[src/rtl/gate_seq_ctrl.sv]
// gate_seq_ctrl: directed-test sequencer for a single-bit combinational gate.
// Latches N_VEC stimulus/expected bits at start, drives each stimulus bit,
// waits SETTLE cycles, samples the gate output and tallies mismatches.
// Optional feature macro: SEQ_CTRL_STOP_ON_FAIL_EN (when defined, the run
// ends at the first mismatching vector instead of running all N_VEC).
module gate_seq_ctrl #(
  parameter int N_VEC  = 8,
  parameter int SETTLE = 2,
  parameter int IDX_W  = $clog2(N_VEC + 1)
) (
  input  logic             clk_i,
  input  logic             rst_i,
  input  logic             start_i,
  input  logic             abort_i,
  input  logic [N_VEC-1:0] pattern_i,
  input  logic [N_VEC-1:0] expect_i,
  output logic             in_o,
  input  logic             out_i,
  output logic             busy_o,
  output logic             done_o,
  output logic             pass_o,
  output logic [IDX_W-1:0] err_cnt_o,
  output logic [IDX_W-1:0] fail_idx_o
);

  // The settle counter counts SETTLE-1 down to 0; keep it at least 1 bit wide.
  localparam int CNT_W = (SETTLE < 2) ? 1 : $clog2(SETTLE);
  localparam logic [CNT_W-1:0] WAIT_LOAD = CNT_W'((SETTLE > 0) ? (SETTLE - 1) : 0);
  localparam logic [IDX_W-1:0] IDX_LAST  = IDX_W'(N_VEC - 1);
  localparam logic [IDX_W-1:0] IDX_NONE  = IDX_W'(N_VEC);
  localparam logic [IDX_W-1:0] IDX_ONE   = IDX_W'(1);

  typedef enum logic [2:0] {
    S_IDLE,
    S_DRIVE,
    S_WAIT,
    S_SAMPLE,
    S_DONE
  } state_t;

  state_t            state;
  logic [IDX_W-1:0]  idx;
  logic [CNT_W-1:0]  wait_cnt;
  logic [N_VEC-1:0]  pat_q;
  logic [N_VEC-1:0]  exp_q;

  logic              mismatch;
  logic              stop_run;
  logic [IDX_W-1:0]  err_nxt;
  logic [IDX_W-1:0]  nxt_idx;

  // Select bit i of a vector through a shift so any index width is accepted.
  function automatic logic bit_at(input logic [N_VEC-1:0] v, input logic [IDX_W-1:0] i);
    logic [N_VEC-1:0] s;
    s = v >> i;
    return s[0];
  endfunction

  assign mismatch = (out_i != bit_at(exp_q, idx));
  assign err_nxt  = err_cnt_o + IDX_W'(mismatch);
  assign nxt_idx  = idx + IDX_ONE;

`ifdef SEQ_CTRL_STOP_ON_FAIL_EN
  assign stop_run = (idx == IDX_LAST) || mismatch;
`else
  assign stop_run = (idx == IDX_LAST);
`endif

  // Vector storage: captured only when a start is accepted, so no reset needed.
  always_ff @(posedge clk_i) begin
    if (state == S_IDLE && start_i && !abort_i) begin
      pat_q <= pattern_i;
      exp_q <= expect_i;
    end
  end

  // Sequencer FSM with registered outputs; abort preempts every non-idle state.
  always_ff @(posedge clk_i or posedge rst_i) begin
    if (rst_i) begin
      state      <= S_IDLE;
      idx        <= '0;
      wait_cnt   <= '0;
      in_o       <= 1'b0;
      busy_o     <= 1'b0;
      done_o     <= 1'b0;
      pass_o     <= 1'b0;
      err_cnt_o  <= '0;
      fail_idx_o <= '0;
    end else begin
      done_o <= 1'b0;
      if (abort_i && state != S_IDLE) begin
        state  <= S_IDLE;
        in_o   <= 1'b0;
        busy_o <= 1'b0;
      end else begin
        case (state)
          S_IDLE: begin
            if (start_i && !abort_i) begin
              idx        <= '0;
              err_cnt_o  <= '0;
              fail_idx_o <= IDX_NONE;
              pass_o     <= 1'b0;
              in_o       <= pattern_i[0];
              busy_o     <= 1'b1;
              state      <= S_DRIVE;
            end
          end
          S_DRIVE: begin
            if (SETTLE > 0) begin
              wait_cnt <= WAIT_LOAD;
              state    <= S_WAIT;
            end else begin
              state <= S_SAMPLE;
            end
          end
          S_WAIT: begin
            if (wait_cnt == '0) begin
              state <= S_SAMPLE;
            end else begin
              wait_cnt <= wait_cnt - 1'b1;
            end
          end
          S_SAMPLE: begin
            err_cnt_o <= err_nxt;
            if (mismatch && fail_idx_o == IDX_NONE) begin
              fail_idx_o <= idx;
            end
            if (stop_run) begin
              state  <= S_DONE;
              in_o   <= 1'b0;
              busy_o <= 1'b0;
              done_o <= 1'b1;
              pass_o <= (err_nxt == '0);
            end else begin
              idx   <= nxt_idx;
              in_o  <= bit_at(pat_q, nxt_idx);
              state <= S_DRIVE;
            end
          end
          S_DONE: begin
            state <= S_IDLE;
          end
          default: begin
            state  <= S_IDLE;
            in_o   <= 1'b0;
            busy_o <= 1'b0;
          end
        endcase
      end
    end
  end

endmodule

[config.mk]
export PLATFORM = sky130hd
export DESIGN_NAME = gate_seq_ctrl
export DESIGN_NICKNAME = d
export VERILOG_FILES = /design/src/rtl/gate_seq_ctrl.sv
export SDC_FILE = /design/constraint.sdc
export NUM_CORES = 1
export LEC_CHECK = 0
export BUFFER_PORTS_ARGS = -buffer_cell sky130_fd_sc_hd__buf_2
export CAP_MARGIN = 0
export CORE_AREA = 3 3 73 61
export DETAILED_ROUTE_END_ITERATION = 6
export DIE_AREA = 0 0 76 64
export PLACE_DENSITY = 0.75
export SLEW_MARGIN = 20
export SYNTH_ARGS = -nofsm -noshare
export SYNTH_HDL_FRONTEND = slang
export SYNTH_SLANG_ARGS = --single-unit
[constraint.sdc]
create_clock -name clk_i -period 4.3 [get_ports clk_i]
set_clock_uncertainty 0.1 [all_clocks]
set_input_delay 0.215 -clock clk_i [delete_from_list [all_inputs] [get_ports clk_i]]
set_output_delay 0.215 -clock clk_i [all_outputs]
set_load 0.005 [all_outputs]
---- Word-level counts from Yosys, hierarchy flattened ----
Cells that the tools add are included.
Widths: inputs -> output; s select.
operators by class
  add/subtract/negate cells ............... 3
  multiply operators ...................... 0
  divide/modulo/power cells ............... 0
  magnitude comparators ................... 0
  equality and inequality tests ........... 15
  shifts and indexed selects .............. 2
  mux-type cells .......................... 28
  bitwise operators ....................... 1
  reduce and logical (&&, ||, !) cells .... 20
operator list
  cell                 number
  $pmux 4 s2           3
  $mux 4               4
  $shr 8x4->1          2
  $mux 1               12
  $mux 3               4
  $pmux 3 s4           1
  $reduce_and 4->1     3
  $eq 3x2->1 const B   2
  $ne 2x2->1 const B   3
  $ne 3x3->1 const B   2
  $pmux 1 s3           2
  $reduce_and 2->1     3
  $reduce_and 3->1     2
  $logic_and 1x1->1    5
  $add 4x1->4          1
  $add 4x1->4 const B  1
  $eq 4x3->1 const B   1
  $eq 4x4->1 const B   1
  $logic_not 4->1      1
  $ne 2x1->1 const B   2
  $pmux 1 s2           2
  $reduce_bool 2->1    2
  $eq 3x1->1 const B   1
  $eq 3x3->1 const B   1
  8 further kinds      8
word-level totals
  bits in registers ....................... 36
  bits in latches ......................... 0
  RAM bits ................................ 0
  memory bits (read-only) ................. 0
  input bits .............................. 21
  output and inout bits ................... 12
  logic and storage cells ................. 80
  memories kept ........................... 0

---- Logic depth before layout (Yosys ltp) ----
Gate-level depths: netlist of run 1.
  depth in word-level cells ............... 6
  depth in mapped cells ................... 11
  gate-level depth less buffers ........... 10

---- Worst setup path before layout of run 1 ----
OpenSTA, ideal clock, no wires.
  kind .................................... register to register
  start ................................... register idx[1]
  end ..................................... register pass_o
  setup time .............................. 83 ps
  arrival time ............................ 2816 ps
  data required time ...................... 4117 ps
  slack ................................... 1302 ps
  stages on the path, launching flop included .. 11
  path buffers ............................ 1
  period minus slack after synthesis ...... 2998 ps
  path through ............................ dfrtp_1 -> buf_6 -> mux4_2 -> mux2_4 -> nand2b_1 -> xnor2_1 -> ha_1 -> ha_1 -> or4_1 -> or4_1 -> o21ai_0
between the ends
  word-level cells in the longest chain between the ends .. 6
  elaborated cells on any way between the ends .. 9
  those cells by class .................... add/sub (1); eq/ne (3); shift (1); mux (2); reduce/logical (2)
RTL lines
  item                    line  text
  start, declared         42    logic [IDX_W-1:0] idx;
  start signal, assigned  135   idx <= nxt_idx;
  $shr 8x4->1             55    s = v >> i;
  $ne 1x1->1              59    assign mismatch = (out_i != bit_at(exp_q, idx));
  $add 4x1->4             60    assign err_nxt = err_cnt_o + IDX_W'(mismatch);
  $logic_not 4->1         133   pass_o <= (err_nxt == '0);
  $mux 1                  128   if (stop_run) begin
  $pmux 1 s2              96    case (state)
  end signal, assigned    133
  end, declared           21    output logic pass_o,
Parallel ways exist; a longest one is shown, timed or not. The select of a mux whose other input is x is not followed.
A chain may end at the register's enable or synchronous reset.

---- Worst setup path in the final report of run 1 ----
Same ends and word-level chain as after synthesis.

==> results of run 1 <==
power by group through the flow:
stage	clock network, mW	registers [mW]	logic (mW)
final	0.296	0.409	0.114
after global routing	0.320	0.412	0.128
after CTS	0.301	0.409	0.113
after detailed placement	0	0.416	0.104
after global placement	0	0.414	0.0978
after floorplan	0	0.402	0.0841
kinds of logic (layout without fill, tap and decap cells):
family,count (synthesis),after routing,share of synthesized area
buffers and inverters,17,61,0.04835
XOR/XNOR,7,7,0.03291
multiplexers,10,10,0.08328
adder cells (fa/ha/maj),3,3,0.02015
AO/OA/AOI/OAI,32,32,0.1095
flip-flops,36,36,0.5265
AND/OR/NAND/NOR,59,59,0.1793
Yosys cell counts (3+ instances only):
cell	count	share of area
dfrtp_1	20	0.27
edfxtp_1	16	0.26
nand2_1	14	0.028
o21ai_0	10	0.027
a21oi_1	8	0.021
nor2_1	8	0.016
nor3_1	8	0.021
clkbuf_1	5	0.010
inv_1	5	0.010
mux2i_1	5	0.027
nand3_1	5	0.013
xnor2_1	5	0.024
mux4_2	4	0.048
nand2b_1	4	0.013
buf_2	3	0.0081
ha_1	3	0.020
nand4_1	3	0.010
nor4_1	3	0.010
or4_1	3	0.012
metrics by stage:
step	hold WS, ps	std cells	cell area, um^2
after floorplan	78.83	164	1863
after global placement	266.3	239	2021
after detailed placement	292.7	239	2021
after CTS	0.6418	260	2262
after global routing	26.45	263	2292
final	34.17	263	2292
critical path, stage by stage, from the launching register on:
cell	delay, ps
dfrtp_1	520
mux4_2	550
mux2_4	310
nand2b_1	90
xnor2_1	60
ha_1	210
ha_1	290
or4_1	500
or4_1	390
o21ai_0	90
registers in the layout, summed over array words and instances, names as in the netlist:
name,cells
busy_o,1
done_o,1
err_cnt_o,4
exp_q,8
fail_idx_o,4
idx,4
in_o,1
pass_o,1
pat_q,8
state,3
wait_cnt,1
layout make-up:
| type | instances | area share |
|---|---|---|
| flip-flops and latches | 36 | 0.4279 |
| multi-input cells | 111 | 0.3455 |
| repair buffers | 48 | 0.1397 |
| clock buffers | 5 | 0.03002 |
| well taps | 55 | 0.03002 |
| clock inverters | 3 | 0.01856 |
| inverters | 5 | 0.008188 |
final timing paths:
path,end,from,slack [ps]
worst min-delay path,pat_q[0],pattern_i[0],30
worst max-delay path,pass_o,idx[1],1090
max in group asynchronous,state[0],rst_i,3100
min in group asynchronous,done_o,rst_i,510
worst max register to register,pass_o,idx[1],1090
worst min register to register,fail_idx_o[1],fail_idx_o[1],410
routing by layer:
metal  track usage  wire, um
met5             0         0
met4       0.06787        58
met3       0.04366       229
met2        0.2865      1852
met1        0.2103      1673
what timing repair did:
item,in CTS,in global routing
hold buffers,13,3
hold endpoints to repair,32,3
buffers inserted,0,0
setup endpoints to repair,0,0
==> results.toml, run 1 <==
[timing]
fmax_ghz = 0.3115
finalSetupViolations = 0
tightest_slew_ps = 995.0
max_slew_margin = 0.3277
finalHoldViolCount = 0
rsz0062_at_grt = "false"
finalCritPeriodShare = 0.7466
tns_ps = 0
worst_slack_ps = 1089
min_period_ps = 3211
maxSlewViolCount = 0

[global_routing]
grt-ovfl-total = 0
grt_max_degree = 21
grt_usage = 0.1697
first_global_vias = 1428
grt_pass1_wl_um = 6541
antenna_found_initial = 0

[synthesis]
syn_nets = 188
synth_ff_type = "dfrtp_1"
syn_avg_cell_area_um2 = 11.36
synth-seq-cells = 36
async_flop_share = 0.5556
synth_edf_count = 16
syn_area_um2 = 1863
synthDistinctLibCells = 42
ys_seq_area_frac = 0.5265
yosysWarnings = 0
postSynthCellCount = 164

[cts]
cts.path.max_buffers = 2
cts.sinks = 36
clk_pin_slew_ps = 70
tritoncts = "done"
ctsResizeCount = 0
clockRootBuffer = "clkbuf_8"
htree_num_levels = 2
clock_latency_ps = 290
cts_buffers = 5

[setup_path]
critPathArrivalTime_ps = 3310
r2r_cells = 9
cp.required_ps = 4400
cp-end-kind = "flop"
worstSetupPathType = "reg2reg"
cp_max_fo = 8
start_kind = "flop"

[final_layout]
n_antenna_cell = 0
seq_area_um2 = 980.9
final_cell_mix = "32 x buf_2, 20 x dfrtp_1, 16 x edfxtp_1, 16 x dlygate4sd3_1, 14 x nand2_1"
area_growth_pct = 23.04
fillers = 311
multi_input_area_um2 = 792.0
final_util = 0.6066
mostFrequentLayoutCell = "buf_2"
layout-drive-gt1-share = 0.2260
nNetsFinal = 231

[power]
sw_frac_of_total = 0.2492
power_frac_seq = 0.499
combPwrFrac = 0.139
finalPower_uw = 818.4
clockPowerShare = 0.362
peakVddDrop_mv = 0.2548
p_switching_uw = 203.9
power_density_nw_per_um2 = 357.0
power.internal_uw = 614.4
leakagePower_nw = 0.9882

[worst_hold_path]
hold_class = "in2reg"
hold_depth = 1

[routing]
wl_per_cell_um = 14.50
drc = 0
num_vias = 1453
initialDrtViolationCount = 177
drt_wl_total_um = 3813
viasPerCell = 5.525
antenna_left = 0
dr.pass1.iters = 4

[placement]
pre_cts_ws_ps = 1108
port_buffers = 32
gp_congestion = 0.8031
dp_hpwl_um = 2632

[die]
fp.dieW_um = 76
num_io_pins = 33
die_height_um = 64
core_um2 = 3779
initial_utilization = 0.4930
dieArea_um2 = 4864
rows = 20

[job]
drv_cap = 0

[outcome]
status = "complete, no violations"
Note: power is estimated with default switching activity, not from simulation.
==> inputs of run 2 (changes only) <==
--- a/config.mk
+++ b/config.mk
@@ -5,11 +5,12 @@
 export SDC_FILE = /design/constraint.sdc
 export NUM_CORES = 1
 export LEC_CHECK = 0
+export ABC_AREA = 1
 export BUFFER_PORTS_ARGS = -buffer_cell sky130_fd_sc_hd__buf_2
 export CAP_MARGIN = 0
-export CORE_AREA = 3 3 73 61
+export CORE_AREA = 3 3 71 60
 export DETAILED_ROUTE_END_ITERATION = 6
-export DIE_AREA = 0 0 76 64
+export DIE_AREA = 0 0 74 63
 export PLACE_DENSITY = 0.75
 export SLEW_MARGIN = 20
 export SYNTH_ARGS = -nofsm -noshare
==> constraint.sdc (replaced) <==
create_clock -name clk_i -period 3 [get_ports clk_i]
set_clock_uncertainty 0.1 [all_clocks]
set_input_delay 0.15 -clock clk_i [delete_from_list [all_inputs] [get_ports clk_i]]
set_output_delay 0.15 -clock clk_i [all_outputs]
set_load 0.005 [all_outputs]
==> results.toml, run 2 <==
[timing]
tns_ps = 0
finalHoldViolCount = 0
finalSetupViolations = 0
fmax_ghz = 0.4218
maxSlewViolCount = 0
min_period_ps = 2371
rsz0062_at_grt = "false"
tightest_slew_ps = 751.6
finalCritPeriodShare = 0.7904
max_slew_margin = 0.4984

[global_routing]
grt_usage = 0.1629
grt_pass1_wl_um = 5651
grt_max_degree = 21
grt-ovfl-total = 0
antenna_found_initial = 0
first_global_vias = 1321

[final_layout]
n_antenna_cell = 0
fillers = 302
area_growth_pct = 27.07
stdcell_count = 273
final_cell_mix = "33 x nand2_1, 32 x buf_2, 20 x dfrtp_1"
layout-drive-gt1-share = 0.3100
nNetsFinal = 252
mostFrequentLayoutCell = "nand2_1"
top_regs = "exp_q x8, pat_q x8"

[routing]
viasPerCell = 4.857
drc = 0
num_vias = 1326
dr.pass1.iters = 4
antenna_left = 0
drt_wl_total_um = 3281
wl_per_cell_um = 12.02
initialDrtViolationCount = 45

[synthesis]
async_flop_share = 0.5556
synth.top_cells.by_count = "33 x nand2_1, 20 x dfrtp_1, 17 x inv_1"
synth-seq-cells = 36
syn_avg_cell_area_um2 = 10.28
yosysTopAreaCell = "dfrtp_1"
synthDistinctLibCells = 35
ys_seq_area_frac = 0.5513
yosysWarnings = 0
syn_nets = 197
yosys-top-cells-area = "dfrtp_1 28%, edfxtp_1 27%, nand2_1 7.0%"
postSynthCellCount = 173
synth_top_area_share = 0.2813
syn_area_um2 = 1779
yosysMostFrequentCell = "nand2_1"
synth_ff_type = "dfrtp_1"
synth_edf_count = 16

[cts]
cts.sinks = 36
cts.path.max_buffers = 2
cts_buffers = 5
clock_latency_ps = 290
post-cts-setup-buffer-count = 0
clockRootBuffer = "clkbuf_8"
clk_pin_slew_ps = 70
tritoncts = "done"
htree_num_levels = 2

[setup_path]
worstSetupPathType = "reg2reg"
critPathArrivalTime_ps = 2500
crit_buf_inv = 1
r2r_cells = 11
cp.required_ps = 3120
cp_max_fo = 11
reg2reg_from = "idx[0]"
start_kind = "flop"
rrSetupSlack_ps = 630
worstReg2RegEnd = "pass_o"
cp_cell_sequence = "inv_2 -> nand2_1 -> nand3_1 -> nand3_2 -> nand4_1 -> and2_1 -> ha_1 -> ha_1 -> nor3_1 -> nand3_1 -> o21ai_1"
slowest_delay_ps = 540
cp-end-kind = "flop"
critPathSlowestCell = "dfrtp_1"
cp_top_family = "simple AND/OR/NAND/NOR gates"

[worst_hold_path]
hold_depth = 4
hold_path.startpoint = "abort_i"
hold_end = "state[2]"
hold_class = "in2reg"

[power]
power_density_nw_per_um2 = 807.1
peakVddDrop_mv = 0.3636
leakagePower_nw = 1.062

[die]
initial_utilization = 0.4837
num_io_pins = 33
dieArea_um2 = 4662
fp.dieW_um = 74
rows = 20
core_um2 = 3679
die_height_um = 63

[placement]
dp.cells = 248
dp_hpwl_um = 2341
gp_congestion = 0.8184
port_buffers = 32

[job]
drv_cap = 0

[outcome]
status = "complete, no violations"
## run 2: changes by cell type after synthesis, moves of 5 or more
| cell | before | now |
|---|---|---|
| clkbuf_1 | 5 | 0 |
| nand3_2 | 0 | 6 |
| mux2i_1 | 5 | 0 |
| a21oi_1 | 8 | 1 |
| nor3_1 | 8 | 1 |
| nand2_1 | 14 | 33 |
| inv_1 | 5 | 17 |
| inv_2 | 0 | 5 |
| nand3_1 | 5 | 10 |
## run 2: through the flow
stage | setup WS, ps | power [mW] | hold slack (ps) | cell area [um^2] | utilization
2_1_floorplan | 883.8 | 1.259 | 13.83 | 1779 | -
3_3_place_gp | 752.9 | 1.392 | 225.8 | 1979 | 0.5381
3_5_place_dp | 649.5 | 1.406 | 228.1 | 1979 | 0.5381
4_1_cts | 612.9 | 1.850 | 178.5 | 2261 | 0.6146
5_1_grt | 456.3 | 1.975 | 207.9 | 2261 | 0.6146
6_report | 628.9 | 1.825 | 185.0 | 2261 | 0.6146
## run 2: worst max path at each step
stage,start,end,slack [ps],depth (start not counted)
2_1_floorplan,idx[0],pass_o,880,14
4_1_cts,idx[0],pass_o,610,11
3_5_place_dp,idx[0],pass_o,650,11
6_report,idx[0],pass_o,630,11
5_1_grt,idx[0],pass_o,460,11
3_3_place_gp,idx[0],pass_o,750,12
## run 2: area by class of cell
class	count	area, um^2	share of cell area
clock buffers	5	68.82	0.03044
inverters	23	88.84	0.03929
repair buffers	50	337.8	0.1494
clock inverters	3	42.54	0.01882
well taps	44	55.05	0.02435
multi-input cells	112	686.9	0.3038
flip-flops and latches	36	980.9	0.4339
## run 2: power breakdown
group	switching [mW]	internal [mW]
Combinational	0.410	0.287
Sequential	0.0799	0.628
Clock	0.174	0.246
## run 2: cells by family (layout without fill, tap and decap cells)
kind of cell / after synthesis / in the layout / share of synthesized area
adders and majority gates: 3 / 3 / 0.02110
buffers and inverters: 25 / 81 / 0.06259
AOI/OAI and AO/OA: 23 / 23 / 0.08298
xor gates and xnor gates: 3 / 3 / 0.01477
and+or+nand+nor: 83 / 83 / 0.2672
DFF: 36 / 36 / 0.5513
## run 2: repair_timing
item,4_1_cts,5_1_grt
hold buffers,17,0
endpoints found under the setup margin,0,0
gates resized for setup,0,0
endpoints found under the hold margin,36,0
## run 2: worst min-delay path, delay by kind of cell
family	cells	cell delay, ps
AND/OR/NAND/NOR	2	110
buffers and inverters	2	280
## run 2: per-layer routing
| metal | global-route usage | wire length [um] | up-vias | part of all wire |
|---|---|---|---|---|
| li1 | - | - | 691 | - |
| met1 | 0.1924 | 1536 | 597 | 0.47 |
| met2 | 0.2577 | 1524 | 30 | 0.46 |
| met3 | 0.04341 | 130 | 8 | 0.040 |
| met4 | 0.1018 | 91 | 0 | 0.028 |
| met5 | 0 | 0 | - | 0 |
